`config.mk`:
```
export PLATFORM = sky130hd
export DESIGN_NAME = chip8_fetch
export DESIGN_NICKNAME = d
export VERILOG_FILES = /design/src/rtl/chip8_fetch.sv
export SDC_FILE = /design/constraint.sdc
export NUM_CORES = 1
export LEC_CHECK = 0
export CAP_MARGIN = 40
export CORE_MARGIN = 10
export CORE_UTILIZATION = 51
export DETAILED_ROUTE_END_ITERATION = 8
export PLACE_DENSITY = 0.87
export SYNTH_ARGS = -nofsm -noshare
export SYNTH_HDL_FRONTEND = slang
export SYNTH_SLANG_ARGS = --single-unit
```
`constraint.sdc`:
```
create_clock -name clk -period 2.3 [get_ports clk]
set_clock_uncertainty 0.15 [all_clocks]
set_input_delay 0.46 -clock clk [delete_from_list [all_inputs] [get_ports clk]]
set_output_delay 0.46 -clock clk [all_outputs]
set_load 0.01 [all_outputs]
```
`src/rtl/chip8_fetch.sv`:
```
// chip8_fetch: two-byte CHIP-8 instruction fetcher with a valid/ready opcode handshake.
// Fetches the high byte at pc, then the low byte at pc+1, and holds the opcode until accepted.
// Optional macro CHIP8_FETCH_BOUND_CHECK_EN: halt with fault=1 instead of wrapping when a
// fetch starts at 0xFFF. Without it, fault is tied low and the low byte wraps to 0x000.
module chip8_fetch (
    input  logic        clk,
    input  logic        rst_n,
    output logic [11:0] mem_addr,
    input  logic [7:0]  mem_data,
    output logic        op_valid,
    input  logic        op_ready,
    output logic [15:0] opcode,
    output logic [11:0] op_pc,
    input  logic        pc_load,
    input  logic [11:0] pc_load_addr,
    input  logic        skip,
    output logic        fault
);

    typedef enum logic [1:0] {StFetchHi, StFetchLo, StHold, StHalt} state_e;

    localparam logic [11:0] ResetPc = 12'h200;

    state_e      state_q, state_d;
    logic [11:0] pc_q, pc_d;
    logic [7:0]  hi_q, hi_d;
    logic [15:0] opcode_q, opcode_d;
    logic [11:0] op_pc_q, op_pc_d;
    logic        redir_pend_q, redir_pend_d;
    logic [11:0] redir_addr_q, redir_addr_d;
`ifdef CHIP8_FETCH_BOUND_CHECK_EN
    logic        fault_q, fault_d;
`endif

    // Next-state, memory address and handshake decode
    always_comb begin
        state_d      = state_q;
        pc_d         = pc_q;
        hi_d         = hi_q;
        opcode_d     = opcode_q;
        op_pc_d      = op_pc_q;
        redir_pend_d = redir_pend_q;
        redir_addr_d = redir_addr_q;
`ifdef CHIP8_FETCH_BOUND_CHECK_EN
        fault_d      = fault_q;
`endif
        mem_addr     = op_pc_q;
        op_valid     = 1'b0;

        unique case (state_q)
            StFetchHi: begin
                mem_addr = pc_q;
                if (pc_load) begin
                    pc_d    = pc_load_addr;
                    state_d = StFetchHi;
                end else begin
`ifdef CHIP8_FETCH_BOUND_CHECK_EN
                    if (pc_q == 12'hFFF) begin
                        fault_d = 1'b1;
                        state_d = StHalt;
                    end else begin
                        hi_d    = mem_data;
                        state_d = StFetchLo;
                    end
`else
                    hi_d    = mem_data;
                    state_d = StFetchLo;
`endif
                end
            end
            StFetchLo: begin
                mem_addr = pc_q + 12'd1;
                if (pc_load) begin
                    // Drop the captured high byte and restart at the new target
                    pc_d    = pc_load_addr;
                    state_d = StFetchHi;
                end else begin
                    opcode_d = {hi_q, mem_data};
                    op_pc_d  = pc_q;
                    state_d  = StHold;
                end
            end
            StHold: begin
                mem_addr = op_pc_q;
                op_valid = 1'b1;
                if (op_ready) begin
                    // A redirect on the handshake beats one latched earlier, which beats skip
                    if (pc_load) begin
                        pc_d = pc_load_addr;
                    end else if (redir_pend_q) begin
                        pc_d = redir_addr_q;
                    end else if (skip) begin
                        pc_d = op_pc_q + 12'd4;
                    end else begin
                        pc_d = op_pc_q + 12'd2;
                    end
                    redir_pend_d = 1'b0;
                    state_d      = StFetchHi;
                end else if (pc_load) begin
                    redir_pend_d = 1'b1;
                    redir_addr_d = pc_load_addr;
                end
            end
            StHalt: begin
                mem_addr = op_pc_q;
            end
            default: begin
                state_d = StFetchHi;
            end
        endcase
    end

    // State registers with synchronous active-low reset
    always_ff @(posedge clk) begin
        if (!rst_n) begin
            state_q      <= StFetchHi;
            pc_q         <= ResetPc;
            hi_q         <= 8'h00;
            opcode_q     <= 16'h0000;
            op_pc_q      <= ResetPc;
            redir_pend_q <= 1'b0;
            redir_addr_q <= 12'h000;
`ifdef CHIP8_FETCH_BOUND_CHECK_EN
            fault_q      <= 1'b0;
`endif
        end else begin
            state_q      <= state_d;
            pc_q         <= pc_d;
            hi_q         <= hi_d;
            opcode_q     <= opcode_d;
            op_pc_q      <= op_pc_d;
            redir_pend_q <= redir_pend_d;
            redir_addr_q <= redir_addr_d;
`ifdef CHIP8_FETCH_BOUND_CHECK_EN
            fault_q      <= fault_d;
`endif
        end
    end

    assign opcode = opcode_q;
    assign op_pc  = op_pc_q;
`ifdef CHIP8_FETCH_BOUND_CHECK_EN
    assign fault  = fault_q;
`else
    assign fault  = 1'b0;
`endif

endmodule
```
==> summary.md <==
| Metric | Value |
|---|---|
| Final count of negative-setup-slack endpoints | 9 |
| Highest clock rate | 397 MHz |
| Pin count of the biggest net entering global routing | 29 |
| CTS tree | yes |
| Area of the mapped netlist | roughly 3200 µm² |
| Failing checks | setup timing |
| Starting Density | 0.533 |
| Number of buffers created by CTS | 9 |
| Maximum level of the CTS H-tree | 3 |
| Violation count after the first detailed-route iteration | 500 |
| Fraction of synthesized cell area taken by the top area cell type | 0.393 |
| Worst hold path startpoint | opcode[9] |
| DPL Wire Length | 7480 µm |
| Initial antenna violation count | 0 |
| Core Region | around 6000 µm² |
| Number of synthesized flops with an enable pin | 0 |
| Antenna viol nets, final | 0 |
| Clock period minus worst slack | roughly 2500 ps |
| Antenna cell count | 0 |
| Clock Latency Late Sink | around 340 ps |
| Standby leakage power | roughly 1.7 nW |
| Met1 wire length | around 4600 µm |
| Final Hold Violating Endpoints | 0 |
| Via-per-instance ratio | a little over 6 |
| Status | complete, but fails checks |
| #FFs+latches synth | 63 |
| Data required time at the worst endpoint | approximately 1700 ps |
| Sort of element at the end of the critical path | primary output |
| RSZ-0062 raised after global routing | true |
| Cell Pwr Density | about 530 nW/µm² |
| Library cell with the largest summed area after synthesis | sky130_fd_sc_hd__dfxtp_1 |
| Area used by multi-input combinational logic | between 1500 and 2000 µm² |
| NumNets Final | 566 |
| GP Congestion | ~0.94 |
| Most common flop cell mapped by yosys | sky130_fd_sc_hd__dfxtp_1 |
| I/O pins | 67 |
| Total length of routed met3 wires | around 1300 µm |
| Area delta synth->final | 44.3% |
| Final count of pins violating max slew | 0 |
| First-pass GRT wire length | 17400 µm |
| Worst Path Max Fanout | 2 |
| Count of port buffers added during placement | 65 |
| Total track usage | 0.215 |
| Post-synth ARST share | 0 |
| Top routing layer in use | met4 |
| Type of the setup path with the least slack | reg2out |
| Maximum vdd drop | about 0.60 mV |
| Number of fillers in the final layout | 388 |
| Worst Hold Slack | a little over 300 ps |
| Element type at the critical path start | register |
| Clk buf depth | 2 |
| Drt total wl | 12200 µm |
| Sequential cell area fraction in the yosys report | 0.393 |
| Cells after synthesis | roughly 430 |
| Clock transition time at the flip-flop clock pins of the worst setup and hold paths | 80 ps |
| Synthesized netlist net count | 460 |
| Worst EP arrival | around 1900 ps |
| Tightest Pin Transition | ~510 ps |
| Quantity of hold-fixing buffers added after cts | 0 |
| Final global-route overflow total | 0 |
| Share of the clock period used by the worst path after layout | 1.10 |
| Area of the die | ~10000 µm² |
| Vertical die dimension | around 99 µm |
| First drt pass iteration count | 6 |
| Combined flip-flop and latch cell area | 1280 µm² |
| Clock Root Buffer | sky130_fd_sc_hd__clkbuf_8 |
| Utilization of the core after routing | 0.769 |
| Die width | roughly 99 µm |
| Vias | approximately 3800 |
| Reported max-cap violation count | 0 |
| Minimum setup slack in the final design | -219 ps |
| Fraction of final layout cells with drive strength greater than 1 | 0.234 |
| Number of design rule violations left after detail routing | 0 |
| Number of cells on the worst reg-to-reg path | 8 |
| Vias in the first global route | 3552 |
| Warnings, synthesis | 0 |
| Type of the most critical hold path | reg2reg |
| End of the worst hold path | opcode[9] |
| Clock Sinks | 63 |
| Met2 WL | a little under 6000 µm |
| Relative max-transition margin | 0.661 |
| Reg-to-reg startpoint | state_q[1] |
| Hold Path Cell Cnt | 2 |
| Largest cells by area after synthesis | sky130_fd_sc_hd__dfxtp_1 39%, sky130_fd_sc_hd__nand2_1 12%, sky130_fd_sc_hd__a21oi_1 8.1% |
| Cell variety after synth | 54 |
| Internal reg-to-reg setup slack | 190 ps |
| Avg WL per Cell | 19.9 µm |
| Critical register-to-register path endpoint | pc_q[10] |
| Mean instance size in the synthesized netlist | roughly 7.5 µm² |
| Site Rows | 28 |
==> report_power, final <==
group / internal [W] / switching [W] / total (W)
clock: 0.000425 / 0.000448 / 0.000874
combinational: 0.000191 / 0.000208 / 0.000399
sequential: 0.00112 / 0.0000397 / 0.00116
total: 0.00174 / 0.000696 / 0.00244
==> what timing repair did <==
item / in CTS / in global routing
pin swaps: 8 / 12
setup endpoints to repair: 12 / 13
cloned: 1 / 1
setup buffers: 2 / 9
gates resized for setup: 78 / 27
==> cells in the mapped netlist (6+ instances only) <==
master	number
sky130_fd_sc_hd__o21ai_0	26
sky130_fd_sc_hd__nor3_1	8
sky130_fd_sc_hd__mux2i_1	10
sky130_fd_sc_hd__buf_2	8
sky130_fd_sc_hd__dfxtp_1	63
sky130_fd_sc_hd__nand3_1	11
sky130_fd_sc_hd__a31oi_1	6
sky130_fd_sc_hd__ha_1	7
sky130_fd_sc_hd__inv_1	11
sky130_fd_sc_hd__nor2_1	19
sky130_fd_sc_hd__nand2_1	104
sky130_fd_sc_hd__clkbuf_1	18
sky130_fd_sc_hd__o21ai_1	8
sky130_fd_sc_hd__a21oi_1	52
sky130_fd_sc_hd__nand2b_1	9
==> state kept, by name, indices dropped and copies added (netlist names) <==
register      flops
redir_pend_q      1
redir_addr_q     12
opcode           16
state_q           2
hi_q              8
op_pc            12
pc_q             12
==> cells by family after synthesis <==
logic type               synth area share
AO/OA/AOI/OAI                       0.240
XOR/XNOR                           0.0109
adder cells (fa/ha/maj)            0.0273
buffers and inverters              0.0534
flip-flops                          0.393
multiplexers                       0.0355
other                             0.00117
AND/OR/NAND/NOR                     0.239
==> final cells by class <==
class                      instances  area share
clock buffer                      10      0.0297
timing repair buffer             123       0.236
clock inverter                     6     0.00945
tap                               75      0.0202
inverter                          12      0.0103
multi-input combinational        325       0.419
sequential                        63       0.275
==> worst max-delay path by stage <==
stage	startpoint	to	slack, ps	depth (start not counted)
after floorplan	pc_q[0]	mem_addr[8]	130	5
after global routing	pc_q[1]	mem_addr[10]	-280	7
after CTS	pc_q[0]	mem_addr[10]	-170	7
after global placement	state_q[1]	mem_addr[8]	-230	7
final	pc_q[1]	mem_addr[10]	-220	7
after detailed placement	state_q[1]	mem_addr[8]	-260	7
==> metrics by stage <==
stage	total power, W	cells	setup slack (ps)	TNS (ps)	cell area, µm²
after floorplan	0.00133	428	129	0	3210
after global placement	0.00152	585	-234	-1170	4210
after detailed placement	0.00153	585	-257	-1720	4210
after CTS	0.00239	604	-166	-427	4470
after global routing	0.00251	614	-276	-1410	4640
final	0.00244	614	-219	-896	4640
==> cell usage in the layout, fill, tap and decap left out, drive strengths merged, types with 3 or more instances in the layout <==
| cell type | count |
|---|---|
| nor2 | 19 |
| o211ai | 3 |
| a21oi | 53 |
| nand2 | 104 |
| dfxtp | 63 |
| o21ai | 34 |
| clkdlybuf4s50 | 52 |
| a31o | 3 |
| and2 | 3 |
| ha | 7 |
| nor3 | 8 |
| nand2b | 9 |
| clkbuf | 10 |
| nand4 | 4 |
| nand3 | 12 |
| o31a | 3 |
| clkinv | 3 |
| inv | 14 |
| or3 | 3 |
| mux2i | 11 |
| and3 | 3 |
| or2 | 3 |
| a31oi | 8 |
| buf | 70 |
==> critical path, cell delays in order (launching register included) <==
cell	delay, ps
sky130_fd_sc_hd__dfxtp_4	380
sky130_fd_sc_hd__ha_4	160
sky130_fd_sc_hd__nand3_4	90
sky130_fd_sc_hd__buf_6	120
sky130_fd_sc_hd__o41a_1	430
sky130_fd_sc_hd__o21ai_1	150
sky130_fd_sc_hd__nand3_1	100
sky130_fd_sc_hd__buf_2	150
==> routing by layer <==
layer	track usage	up-vias
met5	0	-
li1	-	1716
met3	0.0533	85
met1	0.252	1729
met4	0.120	0
met2	0.350	282
Note: power is estimated with default switching activity, not from simulation.
